$ cat src/rtl/general.sv
// general: unsigned shift-add multiplier (WIDTH x WIDTH -> 2*WIDTH+1 bits).
// An FSM sequences LOAD, then WIDTH rounds of ADD/SHIFT over {C,A,Qr},
// and latches the product into Producto on entry to DONE.
// Optional build macro GENERAL_DONE_HOLD_EN: DONE is held while q stays high.
// Without it, DONE lasts exactly one cycle.
//
// state | meaning
// IDLE  | waiting for q=1 with Zero=0
// LOAD  | clear C/A, capture operands, preset iteration counter
// ADD   | {C,A} += Br when Qr[0] is set
// SHIFT | shift {C,A,Qr} right, count down; last round -> DONE
// DONE  | Producto holds the finished product
module general #(
   parameter int WIDTH = 8
) (
   input  logic               clk,
   input  logic               rst,
   input  logic               q,
   input  logic               Zero,
   input  logic [WIDTH-1:0]   DP_B,
   input  logic [WIDTH-1:0]   DP_Q,
   output logic [2:0]         ready,
   output logic [2*WIDTH:0]   Producto
);

   localparam int CW = $clog2(WIDTH + 1);

   typedef enum logic [2:0] {
      S_IDLE  = 3'b000,
      S_LOAD  = 3'b001,
      S_ADD   = 3'b010,
      S_SHIFT = 3'b011,
      S_DONE  = 3'b100
   } state_t;

   state_t            r_state;
   state_t            w_next;
   logic              r_c;
   logic [WIDTH-1:0]  r_a;
   logic [WIDTH-1:0]  r_qr;
   logic [WIDTH-1:0]  r_br;
   logic [CW-1:0]     r_cnt;

   logic [WIDTH:0]    w_sum;
   logic [CW-1:0]     w_cnt_dec;
   logic              w_last;
   logic [2*WIDTH:0]  w_shifted;

   assign w_sum     = {1'b0, r_a} + {1'b0, r_br};
   assign w_cnt_dec = r_cnt - CW'(1);
   assign w_last    = (w_cnt_dec == '0);
   // {C,A,Qr} >> 1 with a zero shifted into the top
   assign w_shifted = {1'b0, r_c, r_a, r_qr[WIDTH-1:1]};
   assign ready     = r_state;

   // State register
   always_ff @(posedge clk or posedge rst) begin
      if (rst) r_state <= S_IDLE;
      else     r_state <= w_next;
   end

   // Next-state decode; Zero aborts any active state back to IDLE
   always_comb begin
      w_next = S_IDLE;
      case (r_state)
         S_IDLE:  w_next = (q && !Zero) ? S_LOAD : S_IDLE;
         S_LOAD:  w_next = Zero ? S_IDLE : S_ADD;
         S_ADD:   w_next = Zero ? S_IDLE : S_SHIFT;
         S_SHIFT: w_next = Zero ? S_IDLE : (w_last ? S_DONE : S_ADD);
`ifdef GENERAL_DONE_HOLD_EN
         S_DONE:  w_next = (q && !Zero) ? S_DONE : S_IDLE;
`else
         S_DONE:  w_next = S_IDLE;
`endif
         default: w_next = S_IDLE;
      endcase
   end

   // Datapath; an abort leaves every register (including Producto) untouched
   always_ff @(posedge clk or posedge rst) begin
      if (rst) begin
         r_c      <= 1'b0;
         r_a      <= '0;
         r_qr     <= '0;
         r_br     <= '0;
         r_cnt    <= '0;
         Producto <= '0;
      end else if (!Zero) begin
         case (r_state)
            S_LOAD: begin
               r_c   <= 1'b0;
               r_a   <= '0;
               r_qr  <= DP_Q;
               r_br  <= DP_B;
               r_cnt <= CW'(WIDTH);
            end
            S_ADD: begin
               if (r_qr[0]) {r_c, r_a} <= w_sum;
            end
            S_SHIFT: begin
               {r_c, r_a, r_qr} <= w_shifted;
               r_cnt            <= w_cnt_dec;
               if (w_last) Producto <= w_shifted;
            end
            default: ;
         endcase
      end
   end

endmodule

$ cat config.mk
export PLATFORM = sky130hd
export DESIGN_NAME = general
export DESIGN_NICKNAME = d
export VERILOG_FILES = /design/src/rtl/general.sv
export SDC_FILE = /design/constraint.sdc
export NUM_CORES = 1
export LEC_CHECK = 0
export BUFFER_PORTS_ARGS = -buffer_cell sky130_fd_sc_hd__buf_2
export CAP_MARGIN = 20
export CORE_MARGIN = 2
export CORE_UTILIZATION = 60
export CTS_CLUSTER_DIAMETER = 80
export DETAILED_ROUTE_END_ITERATION = 16
export PLACE_DENSITY_LB_ADDON = 0.05
export SETUP_SLACK_MARGIN = 0.15
export SLEW_MARGIN = 15
export SYNTH_ARGS = -nofsm -noshare
export SYNTH_HDL_FRONTEND = slang
export SYNTH_SLANG_ARGS = --single-unit
$ cat constraint.sdc
create_clock -name clk -period 3.2 [get_ports clk]
set_input_delay 0.48 -clock clk [delete_from_list [all_inputs] [get_ports clk]]
set_output_delay 0.48 -clock clk [all_outputs]
set_load 0.01 [all_outputs]
# After elaboration in Yosys (flattened, before gate mapping)
# Index checks and enable logic that the tools add are counted.
word_totals:
  ff_bits: 48
  inputBits: 20
  output_inout_bits: 20
op_classes:
  n_addsub: 2
  eq_ne: 4
  mux: 12
  bitwise_logic: 1
  n_reduce_logical: 13
op_table:
  columns: ["operator", "count"]
  rows:
  - ["8-bit case mux with 3 select lines", 1]
  - ["8-bit case mux with 2 select lines", 1]
  - ["3-bit case mux with 4 select lines", 1]
  - ["8-bit by 8-bit adder with 9-bit output", 1]
  - ["3-bit AND reduction", 3]
  - ["8-bit two-way mux", 1]
  - ["4-bit case mux with 2 select lines", 1]
  - ["3-bit by 2-bit == test with 1-bit output, second input constant", 2]
  - ["3-bit two-way mux", 2]
  - ["4-bit zero test", 1]
  - ["2-bit two-way mux", 2]
  - ["2-bit AND reduction", 2]
  - ["2-bit nonzero test", 2]
  - ["4-bit by 1-bit subtractor with 4-bit output, second input constant", 1]
  - ["3-bit by 1-bit == test with 1-bit output, second input constant", 1]
  - ["3-bit zero test", 1]
  - ["3-bit nonzero test", 1]
  - ["1-bit two-way mux", 2]
  - ["2-bit inequality test, second input constant", 1]
  - ["1-bit case mux with 2 select lines", 1]
  - ["2-bit OR reduction", 1]
  - ["1-bit logical AND", 1]
  - ["1-bit zero test", 1]
  - ["1-bit inverter", 1]

# Logic depth before layout (Yosys ltp)
# Gate-level depths: netlist of the first run.
depth:
  depth_word: 5
  ltp_mapped: 8
  mapped_depth_nobuf: 7

# Worst setup path after synthesis of the first run
# No wires, ideal clock.
synth_timing:
  path_kind: "register to register"
  from: "reg r_cnt[0]"
  to: "reg Producto[0]"
  setup_ps: 125
  t_arrival_ps: 1905
  slack_ps: 1170
  stages_incl_launch_ff: 9
  n_path_buf: 1
  synth_period_minus_slack_ps: 2030
  path_cell_list: "dfrtp_1 inv_1 ha_1 nor2_1 a21oi_1 o22a_1 nor3b_4 buf_8 mux2_4"
synth_between:
  elab_chain_cells: 3
synth_lines:
  columns: ["item", "line", "source"]
  rows:
  - ["start, declared", "42", "logic [CW-1:0] r_cnt;"]
  - ["start signal, assigned", "95", "r_cnt <= CW'(WIDTH);"]
  - ["start signal, assigned", "102", "r_cnt <= w_cnt_dec;"]
  - ["4-bit by 1-bit subtractor with 4-bit output", "50", "assign w_cnt_dec = r_cnt - CW'(1);"]
  - ["4-bit zero test", "51", "assign w_last = (w_cnt_dec == '0);"]
  - ["3-bit AND reduction (no line)", null, null]
  - ["end signal, assigned", "103", "if (w_last) Producto <= w_shifted;"]
  - ["end, declared", "23", "output logic [2*WIDTH:0] Producto"]
# Every way passes these cells.
# A chain may end at the register's enable or synchronous reset.

# Worst setup path after layout of the first run
layout_timing:
  from: "reg r_state[0], in the netlist ready[0]"
  to: "reg Producto[10]"
layout_between:
  elab_chain_cells: 2
layout_lines:
  columns: ["item", "line", "source"]
  rows:
  - ["start, declared", "36", "state_t r_state;"]
  - ["start signal, assigned", "59", "else r_state <= w_next;"]
  - ["3-bit by 2-bit == test with 1-bit output", "89", "case (r_state)"]
  - ["3-bit AND reduction (no line)", null, null]
# Every way passes these cells.

==> results.json, run 1 <==
{
  "cts-hold-fix-buffers": 0,
  "critPathArrivalTime_ns": 2.45,
  "final.min_clock_period_ns": 2.26,
  "per_instance_average_area_after_synthesis_sq_um": 11.3,
  "power_frac_comb": 0.302,
  "syn-cell-area_sq_mm": 0.00239,
  "power.net_switching_mw": 0.574,
  "synthToLayoutAreaGrowth_pct": 14.1,
  "report.final.setup_viol": 0,
  "core-area_sq_mm": 0.00374,
  "worst_path_max_delay_cell": "sky130_fd_sc_hd__dfrtp_1",
  "worst_path_most_repeated_cell": "sky130_fd_sc_hd__buf_4",
  "timing_hold_violations_final": 0,
  "num_rows": 22,
  "timing.reg2reg.setup_slack_ns": 0.94,
  "clk_latency_ns": 0.30,
  "detail_route.wirelength_um": 4720,
  "clk_path_buf_depth": 2,
  "grt_use_met3": 0.0507,
  "critical_path.cell_chain": "nor3b_1, buf_4, nand2_1, nor3b_4, buf_4, mux2_2",
  "grt_busiest_layer": "met2",
  "tritoncts": "yes",
  "setup_skew_after_layout_ns": 0.00978,
  "synth.yosys.seq_area_share": 0.502,
  "initial_core_utilization": 0.639,
  "worst-endpoint-required_ns": 3.39,
  "clock_power_share": 0.216,
  "io-pin-count": 40,
  "p_int_mw": 1.15,
  "htree_num_levels": 2,
  "postCtsResizedCells": 0,
  "via_cell_ratio": 5.87,
  "layout_worst_path_cycle_share": 0.707,
  "sw_share": 0.333,
  "cts_post_setup_buffers_inserted": 0,
  "wl_per_cell_um": 15.7,
  "synth_nets": 242,
  "worst_hold_slack_ns": 0.132,
  "globalRouteMet1Util": 0.286,
  "fmax_ghz": 0.442,
  "final_antenna_net_count": 0,
  "p_leak_nw": 1.35,
  "power_frac_seq": 0.482,
  "synth_edf_count": 0,
  "number_of_global_route_vias_before_repair": 1701,
  "r2r_start": "ready[0]",
  "preCtsSetupSlack_ns": 0.912,
  "timing.critical_path.to_type": "flip-flop",
  "worst_setup_path_start_kind": "flip-flop",
  "share_of_post_route_cells_with_drive_strength_above_1": 0.317,
  "rsz_0062_raised_after_global_routing": "no",
  "timing.reg2reg.worst_path_depth": 6,
  "grt_overflow_total": 0,
  "hpwlAfterDp_um": 3380,
  "synth_cell_type_count": 45,
  "antenna_cells": 0,
  "cts_sinks": 48,
  "clk_pin_slew_ns": 0.08,
  "die-height_um": 67.1,
  "placed_cell_area_sq_mm": 0.00261,
  "finalNetCount": 282,
  "hold_path.class": "primary input to async pin",
  "detailedRoute.firstPassIterationCount": 4,
  "syn_inst": 211,
  "detail_route.iter0.violations": 114,
  "cts_root_buffer": "sky130_fd_sc_hd__clkbuf_8",
  "timing.max_slew.rel_slack": 0.635,
  "post_layout_nonfiller_instances": 300,
  "grt_pass1_wl_um": 7730,
  "met2_usage": 0.394,
  "grt_antenna_before_repair": 0,
  "vias": 1760,
  "ys.warnings.count": 0,
  "status": "completed",
  "placed_instances": 291,
  "worst_r2r_dst": "Producto[10]",
  "port_buffers": 38,
  "peakVddDrop_v": 0.000380,
  "grt_max_degree": 49,
  "layout.cell_area.non_filler_sq_mm": 0.00273,
  "ys_seq_elements": 48,
  "max-cap-violations": 0,
  "worst_path_largest_cell_delay_ns": 0.56,
  "post-route-worst-setup-slack_ns": 0.937,
  "largest_fanout_on_the_critical_path": 14,
  "postSynth.topFlopCell": "sky130_fd_sc_hd__dfrtp_1",
  "post-route-drc-count": 0,
  "criticalPathCategory": "flip-flop to flip-flop",
  "overall_die_area_sq_mm": 0.00451,
  "finalWeightedCongestion": 0.882,
  "timing_worst_slew_pin_value_ns": 0.548,
  "timing_max_transition_violations_final": 0,
  "final_setup_tns_ns": 0,
  "track_usage": 0.229,
  "power.density_cell_area_mw_per_mm2": 632,
  "asyncSetResetFlopFracSynth": 1.00,
  "cts_buffers": 5,
  "die_width_um": 67.1
}
## cells in the mapped netlist (3+ instances only)
master | instances | area share
sky130_fd_sc_hd__a21oi_1 | 4 | 0.0084
sky130_fd_sc_hd__o21ai_0 | 6 | 0.013
sky130_fd_sc_hd__nor3b_1 | 3 | 0.0094
sky130_fd_sc_hd__nor3_1 | 4 | 0.0084
sky130_fd_sc_hd__a22o_1 | 3 | 0.011
sky130_fd_sc_hd__nor2_1 | 38 | 0.060
sky130_fd_sc_hd__dfrtp_1 | 48 | 0.50
sky130_fd_sc_hd__mux2_2 | 16 | 0.075
sky130_fd_sc_hd__nand2_1 | 9 | 0.014
sky130_fd_sc_hd__inv_1 | 4 | 0.0063
sky130_fd_sc_hd__mux2_4 | 9 | 0.057
sky130_fd_sc_hd__ha_1 | 10 | 0.052
sky130_fd_sc_hd__clkbuf_1 | 5 | 0.0079
sky130_fd_sc_hd__a221oi_1 | 11 | 0.040
## worst max-delay path by stage
stage / start / to
after detailed placement: Zero / Producto[9]
after CTS: ready[0] / Producto[9]
after global placement: Zero / Producto[10]
after global routing: ready[0] / Producto[11]
final: ready[0] / Producto[10]
after floorplan: r_cnt[0] / Producto[0]
## final cells by class
cell class | count | area (sq um)
inverters | 4 | 15.0
well taps | 48 | 60.1
multi-input cells | 150 | 1120
fillers | 276 | 1020
flip-flops and latches | 48 | 1200
repair buffers | 42 | 233
clock inverters | 1 | 7.51
clock buffers | 7 | 86.3
## power by group through the flow
| stage | sequential (mW) | combinational [mW] | clock [mW] |
|---|---|---|---|
| global placement | 0.835 | 0.491 | 0 |
| detailed placement | 0.841 | 0.514 | 0 |
| finish | 0.831 | 0.521 | 0.372 |
| CTS | 0.829 | 0.517 | 0.379 |
| floorplan | 0.811 | 0.410 | 0 |
| global route | 0.849 | 0.584 | 0.407 |
## layer usage
layer  vias up  wire length [um]
met1       871              2150
met2        42              2320
met3         8               194
met5         -                 0
li1        839                 -
met4         0                59
## stage by stage
stage	utilization	total power, mW
after global routing	0.729	1.84
final	0.729	1.72
after global placement	0.698	1.33
after detailed placement	0.698	1.36
after CTS	0.723	1.73
after floorplan	-	1.22
## layout by cell type, fill, tap and decap left out, drive strengths merged, types with 2 or more instances in the layout
| cell | instances |
|---|---|
| dfrtp | 48 |
| buf | 42 |
| nor2 | 39 |
| mux2 | 25 |
| a221oi | 11 |
| ha | 10 |
| nand2 | 9 |
| clkbuf | 7 |
| o21ai | 6 |
| a21oi | 4 |
| nor3 | 4 |
| nor3b | 4 |
| inv | 4 |
| a22o | 3 |
| or2 | 2 |
| o22ai | 2 |
| a211o | 2 |
| a211oi | 2 |
| o31ai | 2 |
| and3 | 2 |
| nand3b | 2 |
| nand3 | 2 |
| xor2 | 2 |
| nor4 | 2 |
| or3b | 2 |
## cells by family (layout without fill, tap and decap cells)
family,after synthesis,count (layout),share of synthesized area
DFF,48,48,0.502
adders and majority gates,11,11,0.0607
AOI/OAI and AO/OA,37,37,0.115
buffers and inverters,13,54,0.0272
and+or+nand+nor,73,73,0.150
xor gates and xnor gates,2,2,0.00733
other,1,1,0.00157
muxes,26,26,0.136
## sequential cells by signal, indices dropped and copies added, names as in the netlist
name      cells
r_a           8
r_br          8
r_cnt         4
r_c           1
Producto     16
ready         3
r_qr          8
## worst max-delay path, delay by kind of cell (launching register included)
kind                   cells  cell delay (ns)
and+or+nand+nor            3             0.72
DFF                        1             0.56
muxes                      1             0.36
buffers and inverters      2             0.52
No activity file was read; power rests on OpenSTA's default activity.
==> run 2, diff against run 1 <==
--- a/config.mk
+++ b/config.mk
@@ -5,10 +5,11 @@
 export SDC_FILE = /design/constraint.sdc
 export NUM_CORES = 1
 export LEC_CHECK = 0
+export ABC_AREA = 1
 export BUFFER_PORTS_ARGS = -buffer_cell sky130_fd_sc_hd__buf_2
 export CAP_MARGIN = 20
 export CORE_MARGIN = 2
-export CORE_UTILIZATION = 60
+export CORE_UTILIZATION = 56
 export CTS_CLUSTER_DIAMETER = 80
 export DETAILED_ROUTE_END_ITERATION = 16
 export PLACE_DENSITY_LB_ADDON = 0.05
==> constraint.sdc (replaced) <==
create_clock -name clk -period 2.09 [get_ports clk]
set_input_delay 0.3135 -clock clk [delete_from_list [all_inputs] [get_ports clk]]
set_output_delay 0.3135 -clock clk [all_outputs]
set_load 0.01 [all_outputs]
==> run 2 against run 1 <==
Net effect: critical path depth grew 3; flip-flop and latch count is the same; setup slack lost 0.60 ns; power grew 72%; count of clock-buffer cells in the layout shrank 1; die area grew 9.2%; clock power grew 90%; routed wire length grew 2.1%; synthesized area grew 2.5%; worst hold slack gained 0.022 ns; largest cell class unchanged; largest power group unchanged; highest routed layer unchanged.
==> results.json, run 2 <==
{
  "timing_max_transition_violations_final": 0,
  "syn_inst": 279,
  "grt_pass1_wl_um": 8410,
  "tritoncts": "yes",
  "die-height_um": 70.1,
  "timing.critical_path.to_type": "flip-flop",
  "grt_busiest_layer": "met2",
  "htree_num_levels": 2,
  "wl_per_cell_um": 13.0,
  "synth.yosys.seq_area_share": 0.490,
  "totalPowerFinal_mw": 2.97,
  "worst_path_max_delay_cell": "sky130_fd_sc_hd__dfrtp_1",
  "cts_buffers": 5,
  "vias": 1952,
  "clk_latency_ns": 0.31,
  "asyncSetResetFlopFracSynth": 1.00,
  "report.final.setup_viol": 0,
  "power.density_cell_area_mw_per_mm2": 1060,
  "synthDominantAreaCellType": "sky130_fd_sc_hd__dfrtp_1",
  "most_repeated_cell_in_the_gate_level_netlist_after_synthesis": "sky130_fd_sc_hd__nand2_1",
  "timing_hold_violations_final": 0,
  "synth_edf_count": 0,
  "max-cap-violations": 0,
  "synth_top_family_by_area": "simple AND/OR/NAND/NOR gates",
  "worst_path_largest_cell_delay_ns": 0.42,
  "final_setup_tns_ns": 0,
  "postLayoutCoreUtil": 0.650,
  "synth_common_cells": "sky130_fd_sc_hd__nand2_1, sky130_fd_sc_hd__dfrtp_1, sky130_fd_sc_hd__nor2_1, sky130_fd_sc_hd__o21ai_0, sky130_fd_sc_hd__inv_1",
  "synth_adder_area_share": 0.0592,
  "port_buffers": 38,
  "synth_nets": 310,
  "core-area_sq_mm": 0.00429,
  "io-pin-count": 40,
  "num_rows": 24,
  "worst-endpoint-required_ns": 2.32,
  "top_register": "Producto",
  "cts_post_setup_buffers_inserted": 0,
  "final.min_clock_period_ns": 1.75,
  "via_cell_ratio": 5.25,
  "initial_core_utilization": 0.571,
  "ys_seq_elements": 48,
  "placed_cell_area_sq_mm": 0.00267,
  "finalWeightedCongestion": 0.839,
  "layout_worst_path_cycle_share": 0.837,
  "grt_antenna_before_repair": 0,
  "worst_path_most_repeated_cell": "sky130_fd_sc_hd__nand2_1",
  "postSynth.topFlopCell": "sky130_fd_sc_hd__dfrtp_1",
  "layout.cell_area.non_filler_sq_mm": 0.00279,
  "overall_die_area_sq_mm": 0.00492,
  "synth_cell_type_count": 32,
  "cts_root_buffer": "sky130_fd_sc_hd__clkbuf_8",
  "post-route-drc-count": 0,
  "most_common_cell_after_layout_fill_and_taps_aside": "sky130_fd_sc_hd__nand2_1",
  "area_of_the_multi_input_gates_sq_mm": 0.00111,
  "fmax_ghz": 0.572,
  "mostFrequentLayoutCells": "sky130_fd_sc_hd__nand2_1, sky130_fd_sc_hd__dfrtp_1, sky130_fd_sc_hd__buf_2",
  "synth.top_cells.by_area": "sky130_fd_sc_hd__dfrtp_1, sky130_fd_sc_hd__nand2_1, sky130_fd_sc_hd__ha_1, sky130_fd_sc_hd__o21ai_0, sky130_fd_sc_hd__mux2_2",
  "clk_path_buf_depth": 2,
  "proportion_of_netlist_area_held_by_the_largest_area_contributor": 0.490,
  "area.sequential_sq_mm": 0.00120,
  "antenna_cells": 0,
  "timing_worst_slew_pin_value_ns": 0.590,
  "synthSimpleGateAreaFrac": 0.232,
  "track_usage": 0.217,
  "postCtsResizedCells": 0,
  "rsz_0062_raised_after_global_routing": "no",
  "finalNetCount": 350,
  "placed_instances": 364,
  "share_of_post_route_cells_with_drive_strength_above_1": 0.228,
  "ys.warnings.count": 0,
  "timing.reg2reg.setup_slack_ns": 0.34,
  "detail_route.wirelength_um": 4830,
  "die_width_um": 70.1,
  "criticalPathCategory": "flip-flop to flip-flop",
  "timing.max_slew.rel_slack": 0.606,
  "synth_compound_area_frac": 0.114,
  "post_layout_nonfiller_instances": 372,
  "globalRouteMet1Util": 0.311,
  "synth_area_in_xor_xnor": 0.0102,
  "status": "completed",
  "syn-cell-area_sq_mm": 0.00245,
  "per_instance_average_area_after_synthesis_sq_um": 8.78,
  "met2_usage": 0.335,
  "critical_path.n_buffers_inverters": 0,
  "cts_sinks": 48,
  "setup_skew_after_layout_ns": 0.00700,
  "p_leak_nw": 1.51,
  "hpwlAfterDp_um": 3530,
  "grt_overflow_total": 0,
  "critical_path.cell_chain": "ha_1, fa_1, nand2_1, nand2_1, nand3b_1, nand2_1, nand2_1, nand3_1, a21oi_1",
  "worst_setup_path_start_kind": "flip-flop",
  "grt_use_met3": 0.0433,
  "cts-hold-fix-buffers": 0,
  "synthToLayoutAreaGrowth_pct": 14.0,
  "largest_fanout_on_the_critical_path": 4,
  "detail_route.iter0.violations": 118,
  "number_of_global_route_vias_before_repair": 1871,
  "path_delay_family": "adder cells",
  "detailedRoute.firstPassIterationCount": 4,
  "largest_reg_flops": 16,
  "grt_max_degree": 49,
  "critPathArrivalTime_ns": 1.98,
  "synthMuxAreaShare": 0.0368,
  "clk_pin_slew_ns": 0.09,
  "fillCellCount": 402,
  "final_antenna_net_count": 0,
  "peakVddDrop_v": 0.000630,
  "hold_path.class": "primary input to async pin"
}
[run 2: cell count changes in the layout (fill, tap and decap cells not counted), moves of 11 or more]
cell,previous run,this run
sky130_fd_sc_hd__nor2_1,38,20
sky130_fd_sc_hd__a221oi_1,11,0
sky130_fd_sc_hd__o21ai_0,6,19
sky130_fd_sc_hd__a31oi_1,0,11
sky130_fd_sc_hd__inv_1,3,15
sky130_fd_sc_hd__nand2_1,9,92
[run 2: cell families after synthesis]
logic type | count (synthesis)
simple gates | 132
other cells | 1
buf+inv | 29
flops | 48
compound gates | 48
fa+ha+maj | 11
xor+xnor | 2
mux | 8
[run 2: report_power, final]
part	internal (mW)	switching, mW	total, mW
Sequential	1.13	0.185	1.31
Clock	0.391	0.314	0.706
Combinational	0.402	0.555	0.957
[run 2: path summary, 6_finish.rpt]
path                              from           end  cells after the start
setup reg to reg                r_a[0]        r_a[6]                      9
max in group asynchronous          rst       r_br[6]                      3
hold / removal                     rst  Producto[11]                      3
setup / recovery                r_a[0]        r_a[6]                      9
min in group clk               DP_B[1]       r_br[1]                      2
hold reg to reg            Producto[1]   Producto[1]                      2
[run 2: final cells by class]
| cell class | instances | share of cell area |
|---|---|---|
| clock buffers | 6 | 0.0296 |
| clock inverters | 2 | 0.0139 |
| inverters | 21 | 0.0282 |
| multi-input cells | 202 | 0.399 |
| flip-flops and latches | 48 | 0.430 |
| well taps | 52 | 0.0233 |
| repair buffers | 41 | 0.0762 |
[run 2: worst register-to-register path, cell delays in order (launching register included)]
cell and delay (ns):
sky130_fd_sc_hd__dfrtp_1 0.42, sky130_fd_sc_hd__ha_1 0.25, sky130_fd_sc_hd__fa_1 0.38, sky130_fd_sc_hd__nand2_1 0.09, sky130_fd_sc_hd__nand2_1 0.10, sky130_fd_sc_hd__nand3b_1 0.13, sky130_fd_sc_hd__nand2_1 0.06, sky130_fd_sc_hd__nand2_1 0.06
sky130_fd_sc_hd__nand3_1 0.06, sky130_fd_sc_hd__a21oi_1 0.14
[run 2: routing by layer]
metal | up-vias | share of wire | routed length, um
li1 | 992 | - | -
met2 | 45 | 0.45 | 2160
met3 | 6 | 0.035 | 170
met4 | 0 | 0.015 | 71
met5 | - | 0 | 0
met1 | 909 | 0.50 | 2420
[run 2: stage by stage]
step                      hold slack, ns  setup WS (ns)
after floorplan                    0.458          0.513
after global placement             0.476          0.440
after detailed placement           0.488          0.375
after CTS                          0.190          0.350
after global routing               0.209          0.164
final                              0.154          0.341
